File: src/rtl/led_trail_fader.sv
// Comet-tail fader for the LED sweep: each LED holds a brightness level that is
// reloaded while its pattern bit is lit and decays afterwards. A shared PWM counter renders the levels.
module led_trail_fader #(
    parameter int N_LEDS       = 18,
    parameter int LEVEL_W      = 4,
    parameter int PWM_DIV      = 16,
    parameter int DECAY_CYCLES = 1_250_000
) (
    input  logic              CLOCK_50,
    input  logic              RESET_N,
    input  logic [N_LEDS-1:0] pattern_in,
    input  logic              fade_en,
    output logic [N_LEDS-1:0] LEDR
);

    localparam int DW = (DECAY_CYCLES > 1) ? $clog2(DECAY_CYCLES) : 1;
    localparam int PW = (PWM_DIV > 1) ? $clog2(PWM_DIV) : 1;
    localparam logic [DW-1:0]      DECAY_LAST = DW'(DECAY_CYCLES - 1);
    localparam logic [PW-1:0]      PRE_LAST   = PW'(PWM_DIV - 1);
    localparam logic [LEVEL_W-1:0] MAX_LEVEL  = '1;

    logic [DW-1:0]                    decay_cnt_q, decay_cnt_d;
    logic [PW-1:0]                    pwm_pre_q, pwm_pre_d;
    logic [LEVEL_W-1:0]               pwm_cnt_q, pwm_cnt_d;
    logic [N_LEDS-1:0][LEVEL_W-1:0]   level_q, level_d;
    logic [N_LEDS-1:0]                ledr_q, ledr_d;
    logic                             decay_tick;
    logic                             pwm_wrap;

    assign decay_tick = (decay_cnt_q == DECAY_LAST);
    assign pwm_wrap   = (pwm_pre_q == PRE_LAST);

    always_comb begin
        decay_cnt_d = decay_tick ? '0 : decay_cnt_q + DW'(1);
        pwm_pre_d   = pwm_wrap ? '0 : pwm_pre_q + PW'(1);
        pwm_cnt_d   = pwm_wrap ? pwm_cnt_q + LEVEL_W'(1) : pwm_cnt_q;
    end

    // A lit bit always reloads, even on a decay tick, so the head of the comet never dims.
    always_comb begin
        level_d = level_q;
        for (int i = 0; i < N_LEDS; i++) begin
            if (pattern_in[i]) begin
                level_d[i] = MAX_LEVEL;
            end else if (!fade_en) begin
                level_d[i] = '0;
            end else if (decay_tick && (level_q[i] != '0)) begin
                level_d[i] = level_q[i] - LEVEL_W'(1);
            end
        end
    end

    // Full level is forced solid because the counter can never exceed MAX_LEVEL.
    always_comb begin
        ledr_d = '0;
        for (int i = 0; i < N_LEDS; i++) begin
            ledr_d[i] = (level_q[i] == MAX_LEVEL) | (pwm_cnt_q < level_q[i]);
        end
    end

    always_ff @(posedge CLOCK_50 or negedge RESET_N) begin
        if (!RESET_N) begin
            decay_cnt_q <= '0;
            pwm_pre_q   <= '0;
            pwm_cnt_q   <= '0;
            level_q     <= '0;
            ledr_q      <= '0;
        end else begin
            decay_cnt_q <= decay_cnt_d;
            pwm_pre_q   <= pwm_pre_d;
            pwm_cnt_q   <= pwm_cnt_d;
            level_q     <= level_d;
            ledr_q      <= ledr_d;
        end
    end

    assign LEDR = ledr_q;

endmodule
File: config.mk
export PLATFORM = sky130hd
export DESIGN_NAME = led_trail_fader
export DESIGN_NICKNAME = d
export VERILOG_FILES = /design/src/rtl/led_trail_fader.sv
export SDC_FILE = /design/constraint.sdc
export NUM_CORES = 1
export LEC_CHECK = 0
export ABC_AREA = 1
export CORE_UTILIZATION = 49
export DETAILED_ROUTE_END_ITERATION = 8
export PLACE_DENSITY = 0.78
export SKIP_CTS_REPAIR_TIMING = 1
export SKIP_LAST_GASP = 1
export SLEW_MARGIN = 40
export SYNTH_ARGS = -nofsm -noshare
export SYNTH_HDL_FRONTEND = slang
export SYNTH_SLANG_ARGS = --single-unit
File: constraint.sdc
create_clock -name CLOCK_50 -period 1.9 [get_ports CLOCK_50]
set_input_delay 0.38 -clock CLOCK_50 [delete_from_list [all_inputs] [get_ports CLOCK_50]]
set_output_delay 0.38 -clock CLOCK_50 [all_outputs]
set_load 0.05 [all_outputs]
==> results.md, run 1 <==
* Outcome: complete, no violations
* Worst reg2reg path depth at 8
* Antenna violations before repair at 0
* Net total in the final layout at between 1000 and 1500
* Fraction of layout instances using a drive strength above 1 at under 10%
* Final count of pins violating max slew at 0
* Part of the cycle the worst path needs at between 90 and 100%
* Starting utilization of the core area at 50.68%
* Post-synth design cell area at 8493 um^2
* Area share of the largest cell type after synthesis at about a third
* Overall die height at between 100 and 150 um
* Hold crit path type: input port to asynchronous set/reset pin
* MaxCap Viol Count at 0
* Number of top-level design ports at 39
* Drt drc at 0
* Synthesis warning total at 0
* Via count of the first global-routing pass at slightly below 7000
* Met3 routing resource usage after global routing at 4.490%
* First drt pass iteration count at 5
* Leakage Power at ~5.3 nW
* Clock transition at path regs at about 0.06 ns
* Area of the placeable core at 16760 um^2
* Worst-case clock buffer depth at 2
* Shortest clock period the worst path allows after layout at ~1.8 ns
* Clk Tree Root Cell: sky130_fd_sc_hd__clkbuf_16
* Post-route standard cell area excluding fillers at about 10000 um^2
* Highest ir drop seen on vdd at 662.4 uV
* Clock skew after layout at between 0.009 and 0.01 ns
* Insertion delay of the later-clocked pin in the worst-skew pair at ~0.42 ns
* Final GP Congestion at 0.8424
* Critical Path Sink Type: flop
* Worst Setup Start Kind: flop
* Number of distinct standard cells referenced by the synthesized netlist at 31
* Clock sink count at 119
* Post-synth top area cell: sky130_fd_sc_hd__dfrtp_1
* Number of synthesized register bits at between 100 and 150
* Row Count at 47
* Setup repair after global routing missed its margin: false
* Pin count of the biggest net entering global routing at 46
* Req. time, crit path at 2.26 ns
* Routed wire length at between 15 and 20 mm
* Aggregate global routing overflow at 0
* Pin slew with the least headroom to its limit at between 0.5 and 0.6 ns
* Power Dens Cells at 802.0 nW/um^2
* Num CTS Buffers at 17
* DR iter-0 viols at 436
* Final count of negative-setup-slack endpoints at 0
* Met2 demand-to-capacity share in global routing at roughly two fifths
* Max frequency at roughly 570 MHz
* Proportion of synthesized chip area in sequential cells at approximately a third
* Area of the die at approximately 18000 um^2
* DP Wirelength at between 10 and 15 mm
* Drt wl/cell at ~14 um
* Util after Layout at about 60%
* First-pass GRT wire length at ~32 mm
* Remaining max-slew budget at the tightest pin at 65.56%
* WP data arrival at around 2.1 ns
* CTS tree: built
* Synthesized net count at 1191
* Total Routing Usage GR at between 20 and 25%
* Antenna Violating Nets Remaining at 0
* Number of H-tree branching levels at 4
* CP max FO at 14
* Total via count in the routed design at between 7000 and 8000
* Instance count of the mapped netlist at around 1100
* Number of antenna repair diodes at 0
* Layout Area Growth over Synthesis at 18.27%
* Gr busiest metal: met2
* Top post-synthesis cells by area: sky130_fd_sc_hd__dfrtp_1 (35%), sky130_fd_sc_hd__ha_1 (16%), sky130_fd_sc_hd__nand2_1 (11%)
* Die outline width at approximately 130 um
* Via-per-instance ratio at between 5 and 6
* Mean area per synthesized cell at ~8.0 um^2
* Post-DP Area at just over 9000 um^2
* Met1 Usage GRT at 27.22%
* IO buf count at 38
* Final count of hold timing violations at 0
* Type of the worst setup path: flop to flop
==> kinds of logic after synthesis <==
| logic type | share of synthesized area (%) |
|---|---|
| adder cells (fa/ha/maj) | 16.35 |
| flip-flops | 35.06 |
| XOR/XNOR | 3.300 |
| AND/OR/NAND/NOR | 27.68 |
| AO/OA/AOI/OAI | 10.05 |
| multiplexers | 0.1326 |
| buffers and inverters | 7.425 |
==> critical path, cell delays in order (launching register included) <==
cell and delay (ns):
sky130_fd_sc_hd__dfrtp_1 0.37, sky130_fd_sc_hd__ha_2 0.22, sky130_fd_sc_hd__nand3_2 0.16, sky130_fd_sc_hd__nor2_8 0.16, sky130_fd_sc_hd__buf_12 0.20, sky130_fd_sc_hd__nand4_1 0.25
sky130_fd_sc_hd__nand2_2 0.19, sky130_fd_sc_hd__nand2_1 0.07, sky130_fd_sc_hd__nand2_1 0.06
==> registers in the layout, summed over array words and instances, names as in the netlist <==
| signal | cells |
|---|---|
| level_q | 72 |
| LEDR | 18 |
| decay_cnt_q | 21 |
| pwm_pre_q | 4 |
| pwm_cnt_q | 4 |
==> cell usage after synthesis (all sizes together) <==
library cell    n
buf             9
nand3         127
inv           137
ha            111
nand2         266
o21a           18
dfrtp         119
mux2            1
o21ai          75
nor3            2
or2             1
clkbuf          8
o211ai         19
nor2           70
a21oi          40
nand4          22
xnor2          21
nand3b          2
xor2           11
==> layout make-up <==
type,instances,area (um^2)
fillers,1440,6715
repair buffers,65,725.7
clock buffers,19,452.9
well taps,220,275.3
inverters,137,514.2
flip-flops and latches,119,2978
multi-input cells,786,4897
clock inverters,13,201.4
==> final timing paths <==
kind,startpoint,to,slack (ns)
min in group CLOCK_50,pwm_pre_q[1],pwm_pre_q[1],0.50
max,decay_cnt_q[0],level_q[52],0.15
min,RESET_N,LEDR[16],0.43
max in group asynchronous,RESET_N,decay_cnt_q[0],0.83
min reg2reg,pwm_pre_q[1],pwm_pre_q[1],0.50
max reg2reg,decay_cnt_q[0],level_q[52],0.15
==> routing by layer <==
layer	up-vias	routed length, um
met2	135	9233
met1	3391	8255
li1	3631	-
met4	0	282
met5	-	0
met3	28	720
==> cells in the final DEF, fill, tap and decap left out, types with 9 or more instances in the layout <==
master                            count
sky130_fd_sc_hd__a21oi_1             40
sky130_fd_sc_hd__buf_12               9
sky130_fd_sc_hd__buf_4               21
sky130_fd_sc_hd__clkbuf_16           17
sky130_fd_sc_hd__clkdlybuf4s50_1     19
sky130_fd_sc_hd__dfrtp_1            119
sky130_fd_sc_hd__dlymetal6s2s_1      15
sky130_fd_sc_hd__ha_1               110
sky130_fd_sc_hd__inv_1              134
sky130_fd_sc_hd__nand2_1            253
sky130_fd_sc_hd__nand2_4             10
sky130_fd_sc_hd__nand3_1            125
sky130_fd_sc_hd__nand4_1             12
sky130_fd_sc_hd__nand4_4             10
sky130_fd_sc_hd__nor2_1              65
sky130_fd_sc_hd__o211ai_1            19
sky130_fd_sc_hd__o21a_1              18
sky130_fd_sc_hd__o21ai_0             75
sky130_fd_sc_hd__xnor2_1             21
sky130_fd_sc_hd__xor2_1              11
==> metrics by stage <==
stage | setup TNS, ns | power [mW] | hold slack [ns] | setup WS [ns] | std cells
3_5_place_dp | 0 | 4.526 | 0.3351 | 0.09081 | 1323
5_1_grt | 0 | 8.505 | 0.4476 | 0.01039 | 1359
6_report | 0 | 8.056 | 0.4268 | 0.1487 | 1359
4_1_cts | -0.6530 | 8.145 | -0.1127 | -0.1025 | 1355
2_1_floorplan | 0 | 4.053 | 0.08441 | 0.4175 | 1059
3_3_place_gp | 0 | 4.472 | 0.3297 | 0.1295 | 1323
==> power by group <==
| part | internal (mW) | total (mW) | leakage (nW) | switching, mW |
|---|---|---|---|---|
| clock | 2.38 | 3.56 | 0.315 | 1.18 |
| combinational | 0.584 | 1.51 | 3.60 | 0.921 |
| sequential | 2.77 | 2.99 | 1.37 | 0.223 |
| total | 5.73 | 8.06 | 5.28 | 2.32 |
(Power assumes the default switching activity.)
==> run 2, diff against run 1 <==
--- a/config.mk
+++ b/config.mk
@@ -7,6 +7,7 @@
 export LEC_CHECK = 0
 export ABC_AREA = 1
 export CORE_UTILIZATION = 49
+export CTS_BUF_LIST = sky130_fd_sc_hd__clkbuf_16
 export DETAILED_ROUTE_END_ITERATION = 8
 export PLACE_DENSITY = 0.78
 export SKIP_CTS_REPAIR_TIMING = 1
==> run 2 against run 1 <==
Against the previous run:
- cell area shrank 0.20%
- utilization shrank 0.12 points
- total power shrank 1.1%
- critical path depth is the same
- via count grew 0.43%
- global-route usage grew 0.092 points
- register-to-register slack is essentially flat
- critical endpoint unchanged
- highest routed layer unchanged
==> results.md, run 2 (synthesized netlist as in run 1, its figures left out) <==
* Max frequency at ~570 MHz
* Via-per-instance ratio at around 5.3
* Clock skew after layout at about 0.0079 ns
* Antenna Violating Nets Remaining at 0
* Drt drc at 0
* FF-to-FF Start: decay_cnt_q[0]
* Final count of hold timing violations at 0
* CTS tree: built
* Area of the placeable core at approximately 17000 um^2
* Final count of negative-setup-slack endpoints at 0
* Number of filler cells placed in the layout at ~1400
* Power Dens Cells at roughly 790 nW/um^2
* Worst-case clock buffer depth at 2
* Layout Area Growth over Synthesis at 18.03%
* Critical Path Sink Type: flop
* Drt wl/cell at 13.64 um
* Final GP Congestion at approximately 0.84
* Routed wire length at ~19 mm
* Met3 routing resource usage after global routing at slightly above 4%
* Req. time, crit path at 2.26 ns
* Starting utilization of the core area at approximately half
* Number of top-level design ports at 39
* Area of the die at roughly 18000 um^2
* Hold crit path type: input port to asynchronous set/reset pin
* Flip-flop count of the largest register after layout at 72
* Shortest clock period the worst path allows after layout at 1.750 ns
* Net total in the final layout at about 1300
* Highest ir drop seen on vdd at about 660 uV
* Num CTS Buffers at 17
* Met1 Usage GRT at a little over a quarter
* Worst Setup Start Kind: flop
* Met2 demand-to-capacity share in global routing at approximately two fifths
* Via count of the first global-routing pass at around 7000
* Final count of pins violating max slew at 0
* Number of placed cells counting well taps at 1323
* Clk Tree Root Cell: sky130_fd_sc_hd__clkbuf_16
* Worst reg2reg path depth at 8
* Final total negative setup slack at 0 ns
* Total via count in the routed design at around 7000
* Final Total Pwr at 7.968 mW
* IO buf count at 38
* Leakage Power at ~5.3 nW
* Row Count at 47
* Part of the cycle the worst path needs at ~90%
* Aggregate global routing overflow at 0
* Total Routing Usage GR at 22.49%
* WP data arrival at 2.11 ns
* Pin count of the biggest net entering global routing at 46
* Number of H-tree branching levels at 4
* DP Wirelength at between 10 and 15 mm
* Remaining max-slew budget at the tightest pin at 65.56%
* Antenna violations before repair at 0
* End of the worst register-to-register path: level_q[52]
* Pin slew with the least headroom to its limit at around 0.52 ns
* Outcome: complete, no violations
* Die outline width at between 100 and 150 um
* Commonest cells after routing, fill and taps aside: sky130_fd_sc_hd__nand2_1 (253), sky130_fd_sc_hd__inv_1 (134), sky130_fd_sc_hd__nand3_1 (125), sky130_fd_sc_hd__dfrtp_1 (119), sky130_fd_sc_hd__ha_1 (110)
* DR iter-0 viols at between 300 and 400
* Final instance count without filler cells at roughly 1400
* Type of the worst setup path: flop to flop
* Insertion delay of the later-clocked pin in the worst-skew pair at about 0.42 ns
* First-pass GRT wire length at between 30 and 40 mm
* Overall die height at approximately 130 um
* First drt pass iteration count at 5
* Most common cell after layout, fill and taps aside: sky130_fd_sc_hd__nand2_1
* CP max FO at 14
* Clock sink count at roughly 120
* Top register by number of flip-flops: level_q
* Clock transition at path regs at around 0.05 ns
* Util after Layout at approximately 60%
* Number of antenna repair diodes at 0
* Gr busiest metal: met2
* MaxCap Viol Count at 0
* FF-to-FF setup slack at 0.15 ns
* Fraction of layout instances using a drive strength above 1 at under 10%
* Setup repair after global routing missed its margin: false
[run 2: through the flow]
stage	hold WS (ns)	setup slack, ns	cell area [um^2]
final	0.4273	0.1504	10020
after global routing	0.4511	0.01127	10020
after detailed placement	0.3351	0.09081	9315
after floorplan	0.08441	0.4175	8493
after CTS	-0.1125	-0.07933	9950
after global placement	0.3297	0.1295	9315
[run 2: how the worst max path moves through the flow]
stage / from / endpoint / slack (ns)
after CTS: LEDR[7] / LEDR[7] / -0.08
after global placement: fade_en / level_q[65] / 0.13
after global routing: decay_cnt_q[0] / level_q[54] / 0.01
final: decay_cnt_q[0] / level_q[52] / 0.15
after detailed placement: fade_en / level_q[66] / 0.09
after floorplan: decay_cnt_q[0] / level_q[16] / 0.42
[run 2: critical path, stage by stage (launching register included)]
cell and delay, ns:
sky130_fd_sc_hd__dfrtp_1 0.37, sky130_fd_sc_hd__ha_2 0.22, sky130_fd_sc_hd__nand3_2 0.16, sky130_fd_sc_hd__nor2_8 0.16, sky130_fd_sc_hd__buf_12 0.19, sky130_fd_sc_hd__nand4_1 0.25
sky130_fd_sc_hd__nand2_2 0.19, sky130_fd_sc_hd__nand2_1 0.07, sky130_fd_sc_hd__nand2_1 0.06
[run 2: per-layer routing]
| metal | vias to the layer above | wire length (um) | share of wire (%) |
|---|---|---|---|
| li1 | 3633 | - | - |
| met1 | 3417 | 8241 | 44 |
| met3 | 27 | 690 | 3.7 |
| met5 | - | 0 | 0 |
| met2 | 139 | 9342 | 50 |
| met4 | 0 | 269 | 1.5 |
[run 2: cell type report]
| type | instances | area [um^2] | share of cell area (%) |
|---|---|---|---|
| multi-input combinational | 786 | 4897 | 48.85 |
| clock inverter | 15 | 209.0 | 2.084 |
| timing repair buffer | 65 | 725.7 | 7.239 |
| clock buffer | 17 | 425.4 | 4.244 |
| inverter | 137 | 514.2 | 5.130 |
| sequential | 119 | 2978 | 29.71 |
| tap | 220 | 275.3 | 2.746 |
[run 2: where the power goes]
group          internal (mW)  switching (mW)
Sequential              2.77           0.224
Combinational          0.584           0.922
Clock                   2.30            1.17
==> run 3, diff against run 2 <==
--- a/config.mk
+++ b/config.mk
@@ -6,8 +6,10 @@
 export NUM_CORES = 1
 export LEC_CHECK = 0
 export ABC_AREA = 1
+export CORE_ASPECT_RATIO = 1.5
 export CORE_UTILIZATION = 49
 export CTS_BUF_LIST = sky130_fd_sc_hd__clkbuf_16
+export CTS_CLUSTER_DIAMETER = 200
 export DETAILED_ROUTE_END_ITERATION = 8
 export PLACE_DENSITY = 0.78
 export SKIP_CTS_REPAIR_TIMING = 1
==> run 3 against run 2 <==
Against the previous run:
- utilization down 0.63 points
- routed wire length up 2.8%
- total power down 5.5%
- critical path type unchanged
- largest cell class unchanged
==> results.md, run 3 (synthesized netlist as in run 1, its figures left out) <==
* Outcome: complete, no violations
* Flip-flop count of the largest register after layout at slightly above 70
* Hold crit path type: input port to asynchronous set/reset pin
* Req. time, crit path at around 2.2 ns
* Shortest clock period the worst path allows after layout at 1.752 ns
* DP Wirelength at roughly 14 mm
* Routed wire length at around 19 mm
* Power Dens Cells at 755.4 nW/um^2
* Remaining max-slew budget at the tightest pin at between 60 and 70%
* FF-to-FF setup slack at between 0.1 and 0.15 ns
* Clock skew after layout at approximately 0.017 ns
* Max frequency at approximately 570 MHz
* Antenna Violating Nets Remaining at 0
* Critical Path Sink Type: flop
* Final instance count without filler cells at approximately 1400
* Util after Layout at around 60%
* Pin count of the biggest net entering global routing at between 60 and 70
* Final GP Congestion at roughly 0.87
* Final Total Pwr at roughly 7.5 mW
* Final critical-path setup slack at about 0.15 ns
* CP peak stage delay at approximately 0.43 ns
* Type of the worst setup path: flop to flop
* CTS tree: built
* Via-per-instance ratio at approximately 5.4
* Aggregate global routing overflow at 0
* Total Routing Usage GR at 23.16%
* WP data arrival at 2.06 ns
* Layout Area Growth over Synthesis at 17.32%
* End of the worst register-to-register path: decay_cnt_q[12]
* Pin slew with the least headroom to its limit at between 0.5 and 0.6 ns
* First-pass GRT wire length at around 32 mm
* Clock transition at path regs at 0.05 ns
* Num CTS Buffers at 17
* Number of top-level design ports at 39
* IO buf count at 38
* Clk Tree Root Cell: sky130_fd_sc_hd__clkbuf_16
* Insertion delay of the later-clocked pin in the worst-skew pair at around 0.43 ns
* Via count of the first global-routing pass at approximately 7300
* List of cells traversed by the critical path: inv_1, nand3_1, nor2_4, buf_12, nand3_4, buf_4, o21ai_0, a21oi_1
* Row Count at 58
* Critical Path Slowest Stage Cell: sky130_fd_sc_hd__dfrtp_1
* Worst-case clock buffer depth at 2
* Number of placed cells counting well taps at 1317
* FF-to-FF Start: decay_cnt_q[15]
* Drt drc at 0
* Clock sink count at about 120
* Number of antenna repair diodes at 0
* Worst setup timing slack at the placement stage at between 0.08 and 0.09 ns
* Number of H-tree branching levels at 4
* DR iter-0 viols at 346
* Most common cell after layout, fill and taps aside: sky130_fd_sc_hd__nand2_1
* Worst reg2reg path depth at 8
* Final count of hold timing violations at 0
* Antenna violations before repair at 0
* MaxCap Viol Count at 0
* Top register by number of flip-flops: level_q
* Final count of negative-setup-slack endpoints at 0
* Worst Setup Start Kind: flop
* Drt wl/cell at 14.10 um
* Highest ir drop seen on vdd at approximately 640 uV
* Leakage Power at roughly 5.3 nW
* Net total in the final layout at approximately 1300
* Total via count in the routed design at 7261
* Commonest cells after routing, fill and taps aside: sky130_fd_sc_hd__nand2_1 (251), sky130_fd_sc_hd__inv_1 (137), sky130_fd_sc_hd__nand3_1 (125), sky130_fd_sc_hd__dfrtp_1 (119), sky130_fd_sc_hd__ha_1 (110)
* Part of the cycle the worst path needs at between 90 and 100%
* Final count of pins violating max slew at 0
* Fraction of layout instances using a drive strength above 1 at under 10%
* Overall die height at 163.2 um
* Starting utilization of the core area at between 50% and 60%
* Area of the placeable core at around 17000 um^2
* Setup repair after global routing missed its margin: false
* First drt pass iteration count at 5
* Die outline width at 109.5 um
* Area of the die at about 18000 um^2
* CP max FO at 21
-- run 3: cell types whose count changed in the layout (fill, tap and decap cells not counted) --
| cell | before | now |
|---|---|---|
| sky130_fd_sc_hd__clkinvlp_4 | 3 | 2 |
| sky130_fd_sc_hd__bufinv_16 | 5 | 2 |
| sky130_fd_sc_hd__clkinv_4 | 1 | 0 |
| sky130_fd_sc_hd__inv_1 | 134 | 137 |
| sky130_fd_sc_hd__clkinv_1 | 2 | 4 |
| sky130_fd_sc_hd__buf_4 | 21 | 23 |
| sky130_fd_sc_hd__nand2_1 | 253 | 251 |
| sky130_fd_sc_hd__buf_12 | 9 | 10 |
| sky130_fd_sc_hd__nand2_2 | 3 | 5 |
-- run 3: final cells by class --
type                    instances  area [um^2]
well taps                     210        262.8
multi-input cells             786         4902
flip-flops and latches        119         2978
repair buffers                 68        760.7
fillers                      1418         6872
inverters                     137        514.2
clock inverters                15        121.4
clock buffers                  17        425.4
-- run 3: where the power goes --
part / total, mW / switching, mW / internal [mW]
sequential: 2.99 / 0.221 / 2.77
clock: 3.02 / 1.14 / 1.88
combinational: 1.52 / 0.936 / 0.588
total: 7.53 / 2.30 / 5.23
-- run 3: metal layers --
layer  wire, um  part of all wire [%]  global-route usage (%)  vias to the layer above
li1           -                     -                       -                     3624
met1       7789                    41                   25.75                     3459
met2      10070                    53                   41.74                      134
met3        630                   3.3                   3.990                       44
met4        568                   3.0                   11.45                        0
met5          0                     0                       0                        -
-- run 3: how the worst max path moves through the flow --
stage                 endpoint       startpoint  slack [ns]
2_1_floorplan      level_q[16]   decay_cnt_q[0]        0.42
3_3_place_gp       level_q[50]          fade_en        0.14
3_5_place_dp       level_q[33]          fade_en        0.08
4_1_cts               LEDR[17]         LEDR[17]       -0.07
5_1_grt            level_q[29]  decay_cnt_q[15]        0.03
6_report       decay_cnt_q[12]  decay_cnt_q[15]        0.15
-- run 3: critical path, delay by kind of cell (launching register included) --
kind | cells | cell delay, ns
DFF | 1 | 0.43
AOI/OAI and AO/OA | 2 | 0.20
buffers and inverters | 3 | 0.58
and+or+nand+nor | 3 | 0.41
-- run 3: metrics by stage --
step	hold WS (ns)	setup TNS (ns)	instance area, um^2
floorplan	0.08441	0	8493
global placement	0.4125	0	9320
detailed placement	0.4108	0	9320
CTS	-0.03921	-0.5410	9867
global route	0.5270	0	9965
finish	0.4865	0	9965
==> patch 1: new RTL, settings of run 1 <==
Put one more register stage on the output `LEDR`, cleared by the reset. The value now appears one clock later.
--- a/src/rtl/led_trail_fader.sv
+++ b/src/rtl/led_trail_fader.sv
@@ -76,3 +76,9 @@
 
-    assign LEDR = ledr_q;
+    always_ff @(posedge CLOCK_50 or negedge RESET_N) begin
+        if (!RESET_N) begin
+            LEDR <= '0;
+        end else begin
+            LEDR <= ledr_q;
+        end
+    end
 
Check against the original RTL: not equivalent (a bounded check fails within 4 cycles, from zero or initial values and one cycle with RESET_N low).
==> patch 1 against run 1 <==
  * Wire length up 2.7%
  * Highest routed layer unchanged
  * Setup slack got worse by 0.047 ns
  * Power is 6.3% higher
  * Cell area is 4.2% higher
  * Area after synthesis grew 5.3%
  * Sequential cell count up 18
  * Synthesized cell count grew 1.7%
==> patch 1: results (changes against run 1) <==
Tightest Hold Check Type - flop to flop (was input port to async pin)
maximum number of pins on one net before global-route repair - 45 (was 46)
Post-synth top cells - nand2_1 (254), dfrtp_1 (137), inv_1 (134), nand3_1 (125), ha_1 (111) (was nand2_1 (254), inv_1 (134), nand3_1 (125), dfrtp_1 (119), ha_1 (111))
Reg-to-Reg End - level_q[13] (was level_q[52])
Placed Area - 9750 um2 (was 9320 um2)
vias in the first global route - 7,085 (was 6,950)
WHS Path Cells - 0
Non-Clock Buffer Area Fraction - 6.56% (was 7.22%)
fillers - 1,544 (was 1,440)
Slew @ Worst Pin - 0.511 ns (was 0.516 ns)
CTS H-tree lvls - 4 (unchanged)
RePlAce Congestion - 0.867 (was 0.842)
fraction of layout instances using a drive strength above 1 - 7.96% (was 8.60%)
Critical Path RT - 2.21 ns (was 2.26 ns)
CP max stage delay - 0.38 ns
Pre-antenna DRT Iters - 8 (was 5)
vias per cell - 5.24 (was 5.29)
placed cells - 1,352 (was 1,323)
DR WL/cell - 13.7 um (was 13.6 um)
Synth Area in Adders - 15.5% (was 16.4%)
net switching share of the total power - 28.3% (was 28.8%)
Core Area - 17,900 um2 (was 16,800 um2)
register area - 3430 um2 (was 2980 um2)
Layout area overhead - 17.0% (was 18.3%)
compound-cell area share of the yosys netlist - 9.54% (was 10.0%)
register area share after synthesis - 38.3% (was 35.1%)
bufs w/o clock - 64 (was 65)
Worst VDD drop - 0.000661 V (was 0.000662 V)
HPWL Detailed - 13,300 um (was 12,800 um)
Syn Nets - 1,209 (was 1,191)
1st-iter DRT viols - 544 (was 436)
R2R cell count - 7 (was 8)
first-pass GRT wire length - 32,800 um (was 32,000 um)
Synth async-reset ratio - 100% (unchanged)
top cells by area, synth - dfrtp_1 (38%), ha_1 (16%), nand2_1 (11%), nand3_1 (7.0%), inv_1 (5.6%) (was dfrtp_1 (35%), ha_1 (16%), nand2_1 (11%), nand3_1 (7.4%), inv_1 (5.9%))
Leakage Power - 5.43 nW (was 5.28 nW)
area of the multi-input gates - 4890 um2 (was 4900 um2)
clk_skew - 0.00982 ns (was 0.00921 ns)
setup slack after placement - 0.103 ns (was 0.0908 ns)
post-synthesis xor/xnor area fraction - 3.13% (was 3.30%)
TritonCTS Buffers - 17 (unchanged)
GRT Util Overall - 22.3% (was 22.4%)
crit path max fanout - 13 (was 14)
status - finished clean (unchanged)
mux cell area share after synthesis - 0.126% (was 0.133%)
Crit path arrival time - 2.11 ns (about the same)
clock buffers - 22 (was 19)
Avg Cell Area, Syn - 8.30 um2 (was 8.02 um2)
Fin Hold WS - 0.345 ns (was 0.427 ns)
clk tree area frac - 6.29% (was 6.51%)
Synth Flop Type - dfrtp_1 (unchanged)
CTS Sinks - 137 (was 119)
-- patch 1: cell count changes after synthesis, sizes merged --
cell	run 1	this run
dfrtp	119	137
-- patch 1: power groups by stage --
stage	clock [mW]	sequential, mW	combinational [mW]
6_report	3.65	3.42	1.49
5_1_grt	3.81	3.46	1.73
4_1_cts	3.71	3.42	1.51
3_5_place_dp	0	3.47	1.49
3_3_place_gp	0	3.46	1.43
2_1_floorplan	0	3.54	0.931
-- patch 1: worst max-delay path by stage --
stage              startpoint  depth (start not counted)               to
5_1_grt        decay_cnt_q[0]                          9  decay_cnt_q[20]
3_5_place_dp          fade_en                          7      level_q[29]
4_1_cts              LEDR[17]                          1         LEDR[17]
6_report       decay_cnt_q[0]                          7      level_q[13]
3_3_place_gp          fade_en                          7      level_q[29]
2_1_floorplan  decay_cnt_q[0]                          7      level_q[12]
-- patch 1: routing by layer --
layer | share of wire (%) | global-route usage, %
met5 | 0 | 0
met3 | 3.2 | 3.85
met2 | 49 | 37.7
met4 | 1.7 | 7.94
met1 | 46 | 28.5
==> patch 2: new RTL, config.mk and constraints of run 1 <==
Made on the original files. Set the parameter `DECAY_CYCLES` to 625_000 (it was 1_250_000).
--- a/src/rtl/led_trail_fader.sv
+++ b/src/rtl/led_trail_fader.sv
@@ -6,3 +6,3 @@
     parameter int PWM_DIV      = 16,
-    parameter int DECAY_CYCLES = 1_250_000
+    parameter int DECAY_CYCLES = 625_000
 ) (
Function: same outputs for any inputs over 10 cycles, from zero or initial values and one cycle with RESET_N low; that may be too few to reach the edited logic, so the function may still have changed.
==> patch 2 against run 1 <==
  * The run now ends with negative hold slack left
  * Area after synthesis shrank 3.6%
  * Clock skew grew 0.0012 ns
  * Sequential share of layout area grew 1.3 points
  * Clock power shrank 14%
  * Setup slack lost 0.025 ns
  * Cell area shrank 5.0%
  * Power shrank 6.8%
  * Wire length shrank 7.4%
  * Count of clock-buffer cells in the layout grew 8
  * Maximum frequency shrank 1.4%
  * Sequential cell count shrank 1
  * Die area shrank 3.5%
  * Highest routed layer unchanged
==> patch 2: results (changes against run 1) <==
Synth cell types - 28 (was 31)
Crit path arrival time - 2.14 ns (was 2.11 ns)
Non-Clock Buffer Area Fraction - 6.19% (was 7.22%)
Worst VDD drop - 0.000631 V (was 0.000662 V)
Post-synth top cells - nand2_1 (236), nand3_1 (149), dfrtp_1 (118), inv_1 (117), ha_1 (111) (was nand2_1 (254), inv_1 (134), nand3_1 (125), dfrtp_1 (119), ha_1 (111))
R2R cell count - 10 (was 8)
Final period util - 93.5% (was 92.2%)
first-pass GRT wire length - 30,200 um (was 32,000 um)
vias per cell - 5.27 (was 5.29)
Slew @ Worst Pin - 0.676 ns (was 0.516 ns)
Synth Instances - 1,013 (was 1,059)
clock buffers - 27 (was 19)
CP max stage delay - 0.35 ns (was 0.37 ns)
bufs w/o clock - 51 (was 65)
register area share after synthesis - 36.1% (was 35.1%)
RePlAce Congestion - 0.874 (was 0.842)
met3 wire length - 682 um (was 720 um)
r2r setup slk - 0.12 ns (was 0.15 ns)
vias - 6,829 (was 7,185)
placed cells - 1,267 (was 1,323)
crit path max fanout - 19 (was 14)
top cells by area, synth - dfrtp_1 (36%), ha_1 (17%), nand2_1 (11%), nand3_1 (9.1%), inv_1 (5.4%) (was dfrtp_1 (35%), ha_1 (16%), nand2_1 (11%), nand3_1 (7.4%), inv_1 (5.9%))
end of the critical path - level_q[57] (was level_q[52])
fraction of area in multi-input gates - 49.4% (was 48.8%)
final WL - 17,100 um (was 18,500 um)
1st-iter DRT viols - 371 (was 436)
Fin Hold WS - -0.0104 ns (was 0.427 ns)
FF+latch count - 118 (was 119)
clk_skew - 0.0104 ns (was 0.00921 ns)
final hold viol count - 4 (was 0)
failing checks - negative hold slack
vias in the first global route - 6,753 (was 6,950)
multi-input logic cell count - 762 (was 786)
fraction of layout instances using a drive strength above 1 - 6.66% (was 8.60%)
status - finished with violations (was finished clean)
Leakage Power - 4.81 nW (was 5.28 nW)
post-synthesis xor/xnor area fraction - 3.10% (was 3.30%)
Seq/total area - 31.0% (was 29.6%)
compound-cell area share of the yosys netlist - 10.4% (was 10.0%)
Placed Area - 8920 um2 (was 9320 um2)
## patch 2: cell types whose count changed after synthesis, sizes merged, moves of 2 or more
cell | before | now
nor2 | 70 | 51
inv | 137 | 120
o21ai | 75 | 78
buf | 9 | 5
nand2 | 266 | 248
nand3b | 2 | 0
nand3 | 127 | 158
xor2 | 11 | 8
nand4 | 22 | 4
nor3 | 2 | 6
## patch 2: worst reg2reg max path, stage by stage, from the launching register on
cell and delay, ns:
dfrtp_1 0.35, ha_1 0.19, nand2_2 0.10, nor2_1 0.14, nand2_2 0.09, nor2_4 0.10
buf_12 0.23, nand3_1 0.22, nand2_1 0.18, nand2_1 0.07, nand2_1 0.06
## patch 2: layer usage
layer	GRT usage [%]	up-vias
li1	-	3473
met4	7.69	0
met1	26.7	3183
met5	0	-
met3	5.09	29
met2	36.2	144
## patch 2: power breakdown
part	internal [mW]	total (mW)	switching [mW]
sequential	2.75	2.96	0.210
combinational	0.567	1.48	0.909
clock	1.98	3.07	1.09
